==> src/rtl/led_matrix_driver.sv <==
// Row-scanned LED matrix driver with double-buffered frame memory,
// PWM brightness, an anti-ghosting gap between rows and a blank/idle mode.
module led_matrix_driver #(
    parameter int unsigned ROWS     = 20,
    parameter int unsigned COLS     = 10,
    parameter int unsigned DWELL    = 1000,
    parameter int unsigned PWM_BITS = 4
) (
    input  logic                    clk,
    input  logic                    rst_n,
    input  logic                    wr_en,
    input  logic [$clog2(ROWS)-1:0] wr_row,
    input  logic [COLS-1:0]         wr_data,
    input  logic                    swap_req,
    input  logic [PWM_BITS-1:0]     brightness,
    input  logic                    blank,
    output logic [ROWS-1:0]         row_sel,
    output logic [COLS-1:0]         col_out,
    output logic                    frame_start,
    output logic                    swap_done,
    output logic                    swap_pending
);

    localparam int unsigned ROW_W = $clog2(ROWS);
    localparam int unsigned DW_W  = $clog2(DWELL);
    localparam logic [ROW_W-1:0] ROW_LAST = ROW_W'(ROWS - 1);
    localparam logic [DW_W-1:0]  DW_LAST  = DW_W'(DWELL - 1);
    localparam logic [ROWS-1:0]  ROW_ONE  = {{(ROWS-1){1'b0}}, 1'b1};

    typedef enum logic [1:0] {IDLE, SCAN, GAP} state_t;

    state_t              r_state;
    logic [ROW_W-1:0]    r_row;
    logic [DW_W-1:0]     r_dwell;
    logic [PWM_BITS-1:0] r_pwm;
    logic                r_sel;
    logic [COLS-1:0]     r_buf [2][ROWS];

    state_t              w_state_nxt;
    logic [ROW_W-1:0]    w_row_nxt;
    logic [DW_W-1:0]     w_dwell_nxt;
    logic [PWM_BITS-1:0] w_pwm_nxt;
    logic                w_sel_nxt;
    logic                w_wr_ok;
    logic                w_pend_nxt;
    logic                w_done_nxt;
    logic                w_frame_nxt;
    logic [COLS-1:0]     w_row_data;
    logic [ROWS-1:0]     w_row_sel_nxt;
    logic [COLS-1:0]     w_col_nxt;

    assign w_wr_ok   = wr_en && (32'(wr_row) < ROWS);
    assign w_pwm_nxt = r_pwm + PWM_BITS'(1);
    // The swap takes effect at the end of the cycle that shows swap_done.
    assign w_sel_nxt = r_sel ^ swap_done;

    // Scan sequencing: every output is registered from the next-cycle view.
    always_comb begin
        w_state_nxt = r_state;
        w_row_nxt   = r_row;
        w_dwell_nxt = r_dwell;
        if (blank) begin
            w_state_nxt = IDLE;
            w_row_nxt   = '0;
            w_dwell_nxt = '0;
        end else begin
            case (r_state)
                IDLE: begin
                    w_state_nxt = SCAN;
                    w_row_nxt   = '0;
                    w_dwell_nxt = '0;
                end
                SCAN: begin
                    if (r_dwell == DW_LAST) begin
                        w_state_nxt = GAP;
                    end else begin
                        w_dwell_nxt = r_dwell + DW_W'(1);
                    end
                end
                GAP: begin
                    w_state_nxt = SCAN;
                    w_dwell_nxt = '0;
                    w_row_nxt   = (r_row == ROW_LAST) ? '0 : r_row + ROW_W'(1);
                end
                default: begin
                    w_state_nxt = IDLE;
                    w_row_nxt   = '0;
                    w_dwell_nxt = '0;
                end
            endcase
        end
    end

    // Swap handshake: repeat requests while pending collapse into one swap.
    always_comb begin
        w_pend_nxt  = swap_done ? 1'b0 : (swap_pending | swap_req);
        w_done_nxt  = w_pend_nxt &&
                      ((w_state_nxt == IDLE) ||
                       ((w_state_nxt == GAP) && (w_row_nxt == ROW_LAST)));
        w_frame_nxt = (w_state_nxt == SCAN) && (r_state != SCAN) && (w_row_nxt == '0);
    end

    // A write landing on the swap edge goes straight into the new front buffer.
    always_comb begin
        w_row_data = r_buf[w_sel_nxt][w_row_nxt];
        if (swap_done && w_wr_ok && (wr_row == w_row_nxt)) begin
            w_row_data = wr_data;
        end
        w_row_sel_nxt = '0;
        w_col_nxt     = '0;
        if (w_state_nxt == SCAN) begin
            w_row_sel_nxt = ROW_ONE << w_row_nxt;
            if (w_pwm_nxt < brightness) begin
                w_col_nxt = w_row_data;
            end
        end
    end

    always_ff @(posedge clk or negedge rst_n) begin
        if (!rst_n) begin
            r_state      <= IDLE;
            r_row        <= '0;
            r_dwell      <= '0;
            r_pwm        <= '0;
            r_sel        <= 1'b0;
            r_buf        <= '{default: '0};
            row_sel      <= '0;
            col_out      <= '0;
            frame_start  <= 1'b0;
            swap_done    <= 1'b0;
            swap_pending <= 1'b0;
        end else begin
            r_state      <= w_state_nxt;
            r_row        <= w_row_nxt;
            r_dwell      <= w_dwell_nxt;
            r_pwm        <= w_pwm_nxt;
            r_sel        <= w_sel_nxt;
            row_sel      <= w_row_sel_nxt;
            col_out      <= w_col_nxt;
            frame_start  <= w_frame_nxt;
            swap_done    <= w_done_nxt;
            swap_pending <= w_pend_nxt;
            if (w_wr_ok) begin
                r_buf[~r_sel][wr_row] <= wr_data;
            end
        end
    end

endmodule
==> config.mk <==
export PLATFORM = sky130hd
export DESIGN_NAME = led_matrix_driver
export DESIGN_NICKNAME = d
export VERILOG_FILES = /design/src/rtl/led_matrix_driver.sv
export SDC_FILE = /design/constraint.sdc
export NUM_CORES = 1
export LEC_CHECK = 0
export ABC_AREA = 1
export BUFFER_PORTS_ARGS = -buffer_cell sky130_fd_sc_hd__buf_2
export CORE_MARGIN = 10
export CORE_UTILIZATION = 35
export CTS_CLUSTER_SIZE = 20
export DETAILED_ROUTE_END_ITERATION = 10
export PLACE_DENSITY = 0.49
export RECOVER_POWER = 25
export SYNTH_ARGS = -nofsm -noshare
export SYNTH_HDL_FRONTEND = slang
export SYNTH_SLANG_ARGS = --single-unit
export TNS_END_PERCENT = 20
==> constraint.sdc <==
create_clock -name clk -period 5.9 [get_ports clk]
set_clock_uncertainty 0.05 [all_clocks]
set_input_delay 1.18 -clock clk [delete_from_list [all_inputs] [get_ports clk]]
set_output_delay 1.18 -clock clk [all_outputs]
set_load 0.005 [all_outputs]
# Yosys cells after proc, flatten, opt, wreduce, memory -nomap -nowiden
# Index checks and enable logic that the tools add are counted.
# Widths: inputs -> output; s select.
dict set report totals {
  reg_bits 455
  input_bits 24
  out_inout_bits 33
  wordCells 118
}
dict set report classes {
  addsub 3
  magnitude_cmp 8
  n_eq_ne 10
  shifts 1
  mux 25
  bitwise_logic 7
  n_reduce_logical 14
}
# operator n
set ops {}
lappend ops {{$mux 200} 4}
lappend ops {{$bwmux 400} 1}
lappend ops {{$demux 200 s1} 1}
lappend ops {{$mux 10} 9}
lappend ops {{$bmux 10 s5} 1}
lappend ops {{$demux 10 s5} 1}
lappend ops {{$mux 20} 1}
lappend ops {{$shl 1x5->20 const A} 1}
lappend ops {{$ge 6x6->1 const B} 2}
lappend ops {{$not 5->6} 2}
lappend ops {{$add 10x1->10 const B} 1}
lappend ops {{$eq 10x10->1 const B} 1}
lappend ops {{$eq 5x5->1 const B} 2}
lappend ops {{$mux 5} 2}
lappend ops {{$pmux 5 s2} 1}
lappend ops {{$logic_and 1x1->1} 9}
lappend ops {{$lt 6x1->1 const B} 1}
lappend ops {{$add 5x1->5 const B} 1}
lappend ops {{$eq 5x5->1} 1}
lappend ops {{$logic_not 5->1} 1}
lappend ops {{$lt 5x5->1 const B} 1}
lappend ops {{$add 4x1->4 const B} 1}
lappend ops {{$eq 2x1->1 const B} 2}
lappend ops {{$eq 2x2->1 const B} 2}
lappend ops {{15 further kinds} 19}

# Depth between registers and ports, before layout
# Gate-level depths: netlist of run 1.
dict set report logic_depth {
  word_depth 11
  ltp_mapped 17
  depth_no_buf 15
}

# Worst setup path after synthesis of run 1
# No wires, ideal clock.
dict set report synth_timing {
  path_type {input to register}
  startpoint {input port blank}
  endpoint {register col_out[1]}
  setup_time_ns 0.121
  arrival_time_ns 2.332
  slack_ns 3.397
  cell_stages 13
  path_cell_list {nor2_4 > nand2_2 > inv_2 > nand3_1 > inv_2 > buf_2 > nand2_1 > nand2_1 > nor2_1 > nand2_1 > nor2_1 > nor2_1 > a21oi_1}
}
dict set report synth_via {
  elab_chain_len 8
}
# item line_no
set synth_lines {}
lappend synth_lines {{from (decl)} 16} ;# input logic blank,
lappend synth_lines {{$mux 5} 62} ;# if (blank) begin
lappend synth_lines {{$not 5->6 (not written as such)} 105} ;# w_row_data = r_buf[w_sel_nxt][w_row_nxt];
lappend synth_lines {{$bmux 10 s5} 105}
lappend synth_lines {{$mux 10 (not written as such) (2 in series)} 105}
lappend synth_lines {{$mux 10} 106} ;# if (swap_done && w_wr_ok && (wr_row == w_row_nxt)) begin
lappend synth_lines {{$mux 10} 113} ;# if (w_pwm_nxt < brightness) begin
lappend synth_lines {{$mux 10 (*)} 111} ;# if (w_state_nxt == SCAN) begin
lappend synth_lines {{named net w_col_nxt[1]} 50} ;# logic [COLS-1:0] w_col_nxt;
lappend synth_lines {{to (signal assigned)} 139} ;# col_out <= w_col_nxt;
lappend synth_lines {{to (decl)} 18} ;# output logic [COLS-1:0] col_out,
# The timed path passes the listed nets; every way through them passes the cells marked *. The select of a mux whose other input is x is not followed.
# A chain may end at the register's enable or synchronous reset.

# Worst setup path in the final report of run 1
dict set report layout_timing {
  startpoint {input port blank}
  endpoint {register col_out[6]}
}
# Same word-level chain as after synthesis.

==> flow_metrics.env, run 1 <==
export IMPL_min_period_over_period=0.754
export IMPL_fin_crit_ns=4.45
export IMPL_drc=0
export IMPL_setup_tns_ns=0
export IMPL_layout_setup_ws_ns=1.45
export IMPL_power_w=0.0102
export IMPL_io_pin_count=57
export IMPL_ys_types=34
export IMPL_seq_area_frac_synth=0.515
export IMPL_startpoint_type="primary input"
export IMPL_max_cap_violations=3
export IMPL_crit_type="primary input to flop"
export IMPL_synth_edff_count=0
export IMPL_status="complete, but fails checks"
export IMPL_vias=18800
export IMPL_p_leak_nw=12.2
export IMPL_place_ws_ns=1.56
export IMPL_yosysWarnings=0
export IMPL_async_reset_ff_frac=1.00
export IMPL_detail_route_wl_per_cell_um=18.8
export IMPL_insertion_delay_ns=0.61
export IMPL_crit_fanout=20
export IMPL_viasPerCell=4.98
export IMPL_swShare=0.360
export IMPL_powerDensity_mw_per_mm2=413
export IMPL_report_final_slew_viol_count=225
export IMPL_violations="max-capacitance violations, max-slew violations"
export IMPL_internal_power_w=0.00650
export IMPL_synth_fp_nets=2998
export IMPL_cts_resized_gates=0
export IMPL_clk_pin_slew_ns=0.06
export IMPL_post_cts_buffers=0
export IMPL_gr_total_overflow=0
export IMPL_ctsLongestPathBuffers=3
export IMPL_setup_viol=0
export IMPL_drive_gt1_frac=0.0734
export IMPL_ant_nets=0
export IMPL_ctsHoldBuffers=0
export IMPL_dieArea_mm2=0.0737
export IMPL_utilization=0.391
export IMPL_slew_headroom=-0.696
export IMPL_seq_power_share=0.387
export IMPL_grt_pass1_vias=18300
export IMPL_firstDrtPassIters=6
export IMPL_clkPwrFrac=0.321
export IMPL_nets=2927
export IMPL_dp_hpwl_um=45000
export IMPL_grt_pass1_wl_um=111000
export IMPL_routed_wl_um=70900
export IMPL_core_mm2=0.0629
export IMPL_syn_instance_count=2964
export IMPL_nFillCells=6621
export IMPL_cts_tree="done"
export IMPL_mostFrequentLayoutCells="nand2_1 (974), o21ai_0 (550), dfrtp_1 (455)"
export IMPL_min_path_type="flop to flop"
export IMPL_rows=92
export IMPL_hold_viol_final=0
export IMPL_synth_ff_type="dfrtp_1"
export IMPL_fp_dieW_um=271
export IMPL_switchingPower_w=0.00366
export IMPL_end_kind="flop"
export IMPL_cts_root_buf="clkbuf_16"
export IMPL_hold_ws_ns=0.426
export IMPL_dr_first_iter_drc_count=1799
export IMPL_crit_arrival_ns=4.89
export IMPL_numCtsBuffers=52
export IMPL_fp_dieH_um=271
export IMPL_clock_sinks=455
export IMPL_grt_max_degree=144
export IMPL_cp_required_ns=6.34
export IMPL_syn_area_per_cell_um2=7.47
export IMPL_portBuffers=56
export IMPL_irDropWorstVdd_v=0.000272
export IMPL_maxClockFrequency_ghz=0.225
export IMPL_grt_usage=0.192
export IMPL_final_common_cell="nand2_1"
export IMPL_antenna_found_initial=5
export IMPL_synth_seq_cells=455
export IMPL_p_comb_frac=0.292
export IMPL_worstMarginPinSlew_ns=2.54
export IMPL_initial_core_util=0.352
export IMPL_rsz0062_at_grt="no"
export IMPL_area_delta_synth_final_pct=11.1
export IMPL_netlist_area_mm2=0.0221
export IMPL_cts_max_level=2
export IMPL_place_congestion=0.902
==> per-stage QoR <==
step | cells | instance area (µm²)
floorplan | 2964 | 22100
global placement | 3685 | 22900
detailed placement | 3685 | 22900
CTS | 3777 | 24600
global route | 3777 | 24600
finish | 3778 | 24600
==> path summary, 6_finish.rpt <==
check / start / end / slack (ns) / depth (start not counted)
max: blank / col_out[6] / 1.45 / 12
max reg2reg: r_state[0] / col_out[6] / 1.47 / 12
min reg2reg: r_buf[381] / r_buf[381] / 0.43 / 2
min: r_buf[381] / r_buf[381] / 0.43 / 2
max in group asynchronous: rst_n / r_buf[269] / 1.63 / 2
min in group asynchronous: rst_n / r_buf[172] / 1.27 / 1
==> cell type report <==
class                   instances  area [µm²]  share of cell area
multi-input cells            1999        8780               0.357
clock inverters                16         198             0.00804
well taps                     846        1060              0.0431
flip-flops and latches        455       11400               0.463
diodes                          1        2.50            0.000102
clock buffers                  76        1530              0.0623
repair buffers                 84         502              0.0204
inverters                     301        1130              0.0460
==> metal layers <==
layer,vias up,share of wire,global-route usage
li1,9107,-,-
met1,9114,0.46,0.264
met2,455,0.45,0.302
met3,127,0.052,0.0312
met4,6,0.031,0.0665
met5,-,0.00052,0
==> sequential cells by signal, indices dropped and copies added, names as in the netlist, 2 cells and up <==
register  count
col_out      10
r_buf       400
r_dwell      10
r_pwm         4
r_row         5
r_state       2
row_sel      20
==> cell families after synthesis <==
logic type	share of synthesized area
AO/OA/AOI/OAI	0.136
adder cells (fa/ha/maj)	0.00565
flip-flops	0.515
buffers and inverters	0.0890
AND/OR/NAND/NOR	0.253
XOR/XNOR	0.00119
==> cells in the mapped netlist, types with 8 or more instances <==
| cell | count | share of area |
|---|---|---|
| nand2_1 | 974 | 0.17 |
| o21ai_0 | 550 | 0.12 |
| dfrtp_1 | 455 | 0.51 |
| inv_1 | 296 | 0.050 |
| nor2_1 | 202 | 0.034 |
| clkbuf_1 | 164 | 0.028 |
| nand3_1 | 138 | 0.031 |
| a21oi_1 | 39 | 0.0088 |
| buf_2 | 32 | 0.0072 |
| or2_2 | 30 | 0.0085 |
| nand3b_1 | 20 | 0.0068 |
| buf_1 | 10 | 0.0017 |
| ha_1 | 10 | 0.0057 |
| nand2_2 | 8 | 0.0023 |
| nor3_1 | 8 | 0.0018 |
==> worst max-delay path, cell delays in order <==
cell      delay [ns]
buf_2           0.13
inv_1           0.10
nand2_1         0.06
nor2_1          0.15
a21boi_0        1.66
nand2_1         0.11
nand2_1         0.13
nand3_1         0.08
nor2_1          0.99
nand2_1         0.14
nand2_1         0.11
a21oi_1         0.05
==> power by group through the flow <==
stage	clock network (W)	logic, W	registers (W)
finish	0.00326	0.00296	0.00393
floorplan	0	0.00197	0.00390
global route	0.00347	0.00341	0.00400
CTS	0.00336	0.00300	0.00393
detailed placement	0	0.00299	0.00398
global placement	0	0.00299	0.00396
No activity file was read; power rests on OpenSTA's default activity.
==> inputs of run 2 (changes only) <==
Settings changed: PLACE_DENSITY 0.49 to 0.51.
Clock period 5.9 ns to 3.8 ns, I/O delays scaled along.
==> flow_metrics.env, run 2 (same netlist as run 1, synthesis figures left out) <==
export IMPL_r2r_start="swap_done"
export IMPL_crit_arrival_ns=3.59
export IMPL_hold_ws_ns=0.425
export IMPL_swShare=0.353
export IMPL_final_common_cell="nand2_1"
export IMPL_clock_sinks=455
export IMPL_antenna_cells=0
export IMPL_top_regs="r_buf x400, row_sel x20"
export IMPL_gr_total_overflow=0
export IMPL_dp_hpwl_um=44800
export IMPL_clkPwrFrac=0.321
export IMPL_nets=2967
export IMPL_rows=92
export IMPL_crit_type="flop to flop"
export IMPL_place_congestion=0.872
export IMPL_portBuffers=56
export IMPL_rsz0062_at_grt="no"
export IMPL_insertion_delay_ns=0.60
export IMPL_min_path_type="flop to flop"
export IMPL_report_final_slew_viol_count=81
export IMPL_maxClockFrequency_ghz=0.317
export IMPL_setup_tns_ns=0
export IMPL_viasPerCell=4.95
export IMPL_min_delay_start="r_buf[272]"
export IMPL_register_area_mm2=0.0114
export IMPL_max_cap_violations=1
export IMPL_drive_gt1_frac=0.0845
export IMPL_p_leak_nw=12.4
export IMPL_reg2regPathDepth=14
export IMPL_grt_usage=0.187
export IMPL_cts_root_buf="clkbuf_16"
export IMPL_multi_input_area_mm2=0.00879
export IMPL_fin_crit_ns=3.15
export IMPL_cts_tree="done"
export IMPL_area_delta_synth_final_pct=12.8
export IMPL_mostFrequentLayoutCells="nand2_1 (974), o21ai_0 (550), dfrtp_1 (455)"
export IMPL_post_cts_buffers=0
export IMPL_fin_area_mm2=0.0250
export IMPL_cts_max_level=2
export IMPL_worstMarginPinSlew_ns=2.85
export IMPL_setup_viol=0
export IMPL_whs_endpoint="r_buf[272]"
export IMPL_startpoint_type="flop"
export IMPL_status="complete, but fails checks"
export IMPL_vias=18900
export IMPL_r2r_end="col_out[5]"
export IMPL_clk_pin_slew_ns=0.07
export IMPL_hold_viol_final=0
export IMPL_ctsHoldBuffers=0
export IMPL_drc=0
export IMPL_violations="max-capacitance violations, max-slew violations"
export IMPL_largest_register="r_buf"
export IMPL_powerDensity_mw_per_mm2=626
export IMPL_initial_core_util=0.352
export IMPL_io_pin_count=57
export IMPL_switchingPower_w=0.00551
export IMPL_end_kind="flop"
export IMPL_internal_power_w=0.0101
export IMPL_detail_route_wl_per_cell_um=18.2
export IMPL_slew_headroom=-0.902
export IMPL_dr_first_iter_drc_count=1760
export IMPL_grt_max_degree=95
export IMPL_cts_resized_gates=0
export IMPL_cp_required_ns=4.24
export IMPL_min_path_cells=2
export IMPL_fp_dieH_um=271
export IMPL_crit_fanout=94
export IMPL_antenna_found_initial=1
export IMPL_seq_power_share=0.391
export IMPL_firstDrtPassIters=6
export IMPL_ant_nets=0
export IMPL_largest_reg_flops=400
export IMPL_ctsLongestPathBuffers=3
export IMPL_core_mm2=0.0629
export IMPL_p_comb_frac=0.288
export IMPL_grt_pass1_vias=18200
export IMPL_irDropWorstVdd_v=0.000385
export IMPL_place_area_mm2=0.0233
export IMPL_grt_pass1_wl_um=109000
export IMPL_startpoint="swap_done"
export IMPL_r2r_setup_slack_ns=0.65
export IMPL_dieArea_mm2=0.0737
export IMPL_routed_wl_um=69600
export IMPL_nFillCells=6621
export IMPL_min_period_over_period=0.829
export IMPL_numCtsBuffers=51
export IMPL_fp_dieW_um=271
==> run 2: changes by cell type in the layout (fill, tap and decap cells not counted), sizes merged <==
cell / change
bufinv: +1
clkinv: +1
buf: +39
clkbuf: -1
diode: -1
inv: -1
==> run 2: worst max-delay path by stage <==
| stage | to | slack (ns) | depth (start not counted) |
|---|---|---|---|
| finish | col_out[5] | 0.65 | 14 |
| CTS | col_out[5] | 0.68 | 14 |
| global route | r_buf[169] | 0.29 | 2 |
| detailed placement | col_out[5] | 0.68 | 14 |
| floorplan | col_out[1] | 1.71 | 16 |
| global placement | col_out[5] | 0.70 | 14 |
==> run 2: worst max-delay path, cell delays in order (launching register included) <==
cell and delay [ns]:
dfrtp_1 0.47, inv_1 0.23, nand2_1 0.21, nand2_8 0.51
buf_12 0.34, buf_4 0.28, nand2_1 0.07, nand2_1 0.07
inv_1 0.05, nor2_1 0.17, nor2_1 0.10, nand2_1 0.17
a21oi_1 0.09, nand3_1 0.10, a21oi_1 0.07
==> run 2: cell type report <==
type                       count  share of cell area
tap                          846              0.0424
timing repair buffer         125              0.0369
sequential                   455               0.456
clock buffer                  73              0.0590
inverter                     301              0.0453
clock inverter                17             0.00812
multi-input combinational   1999               0.352
==> run 2: metrics by stage <==
stage | std cells | util | setup WS, ns | power [W]
2_1_floorplan | 2964 | - | 1.71 | 0.00911
3_3_place_gp | 3726 | 0.371 | 0.698 | 0.0106
3_5_place_dp | 3726 | 0.371 | 0.680 | 0.0107
4_1_cts | 3816 | 0.398 | 0.675 | 0.0158
5_1_grt | 3816 | 0.397 | 0.286 | 0.0167
6_report | 3816 | 0.397 | 0.650 | 0.0156
==> run 2: metal layers <==
| layer | global-route usage | part of all wire |
|---|---|---|
| met2 | 0.298 | 0.45 |
| met4 | 0.0632 | 0.031 |
| met1 | 0.256 | 0.47 |
| met5 | 0 | 0.00019 |
| met3 | 0.0281 | 0.051 |
==> run 2: power groups by stage <==
stage | sequential (W) | clock (W) | combinational [W]
after detailed placement | 0.00617 | 0 | 0.00452
after CTS | 0.00609 | 0.00513 | 0.00453
after global placement | 0.00615 | 0 | 0.00450
final | 0.00610 | 0.00502 | 0.00450
after global routing | 0.00620 | 0.00534 | 0.00518
after floorplan | 0.00605 | 0 | 0.00306
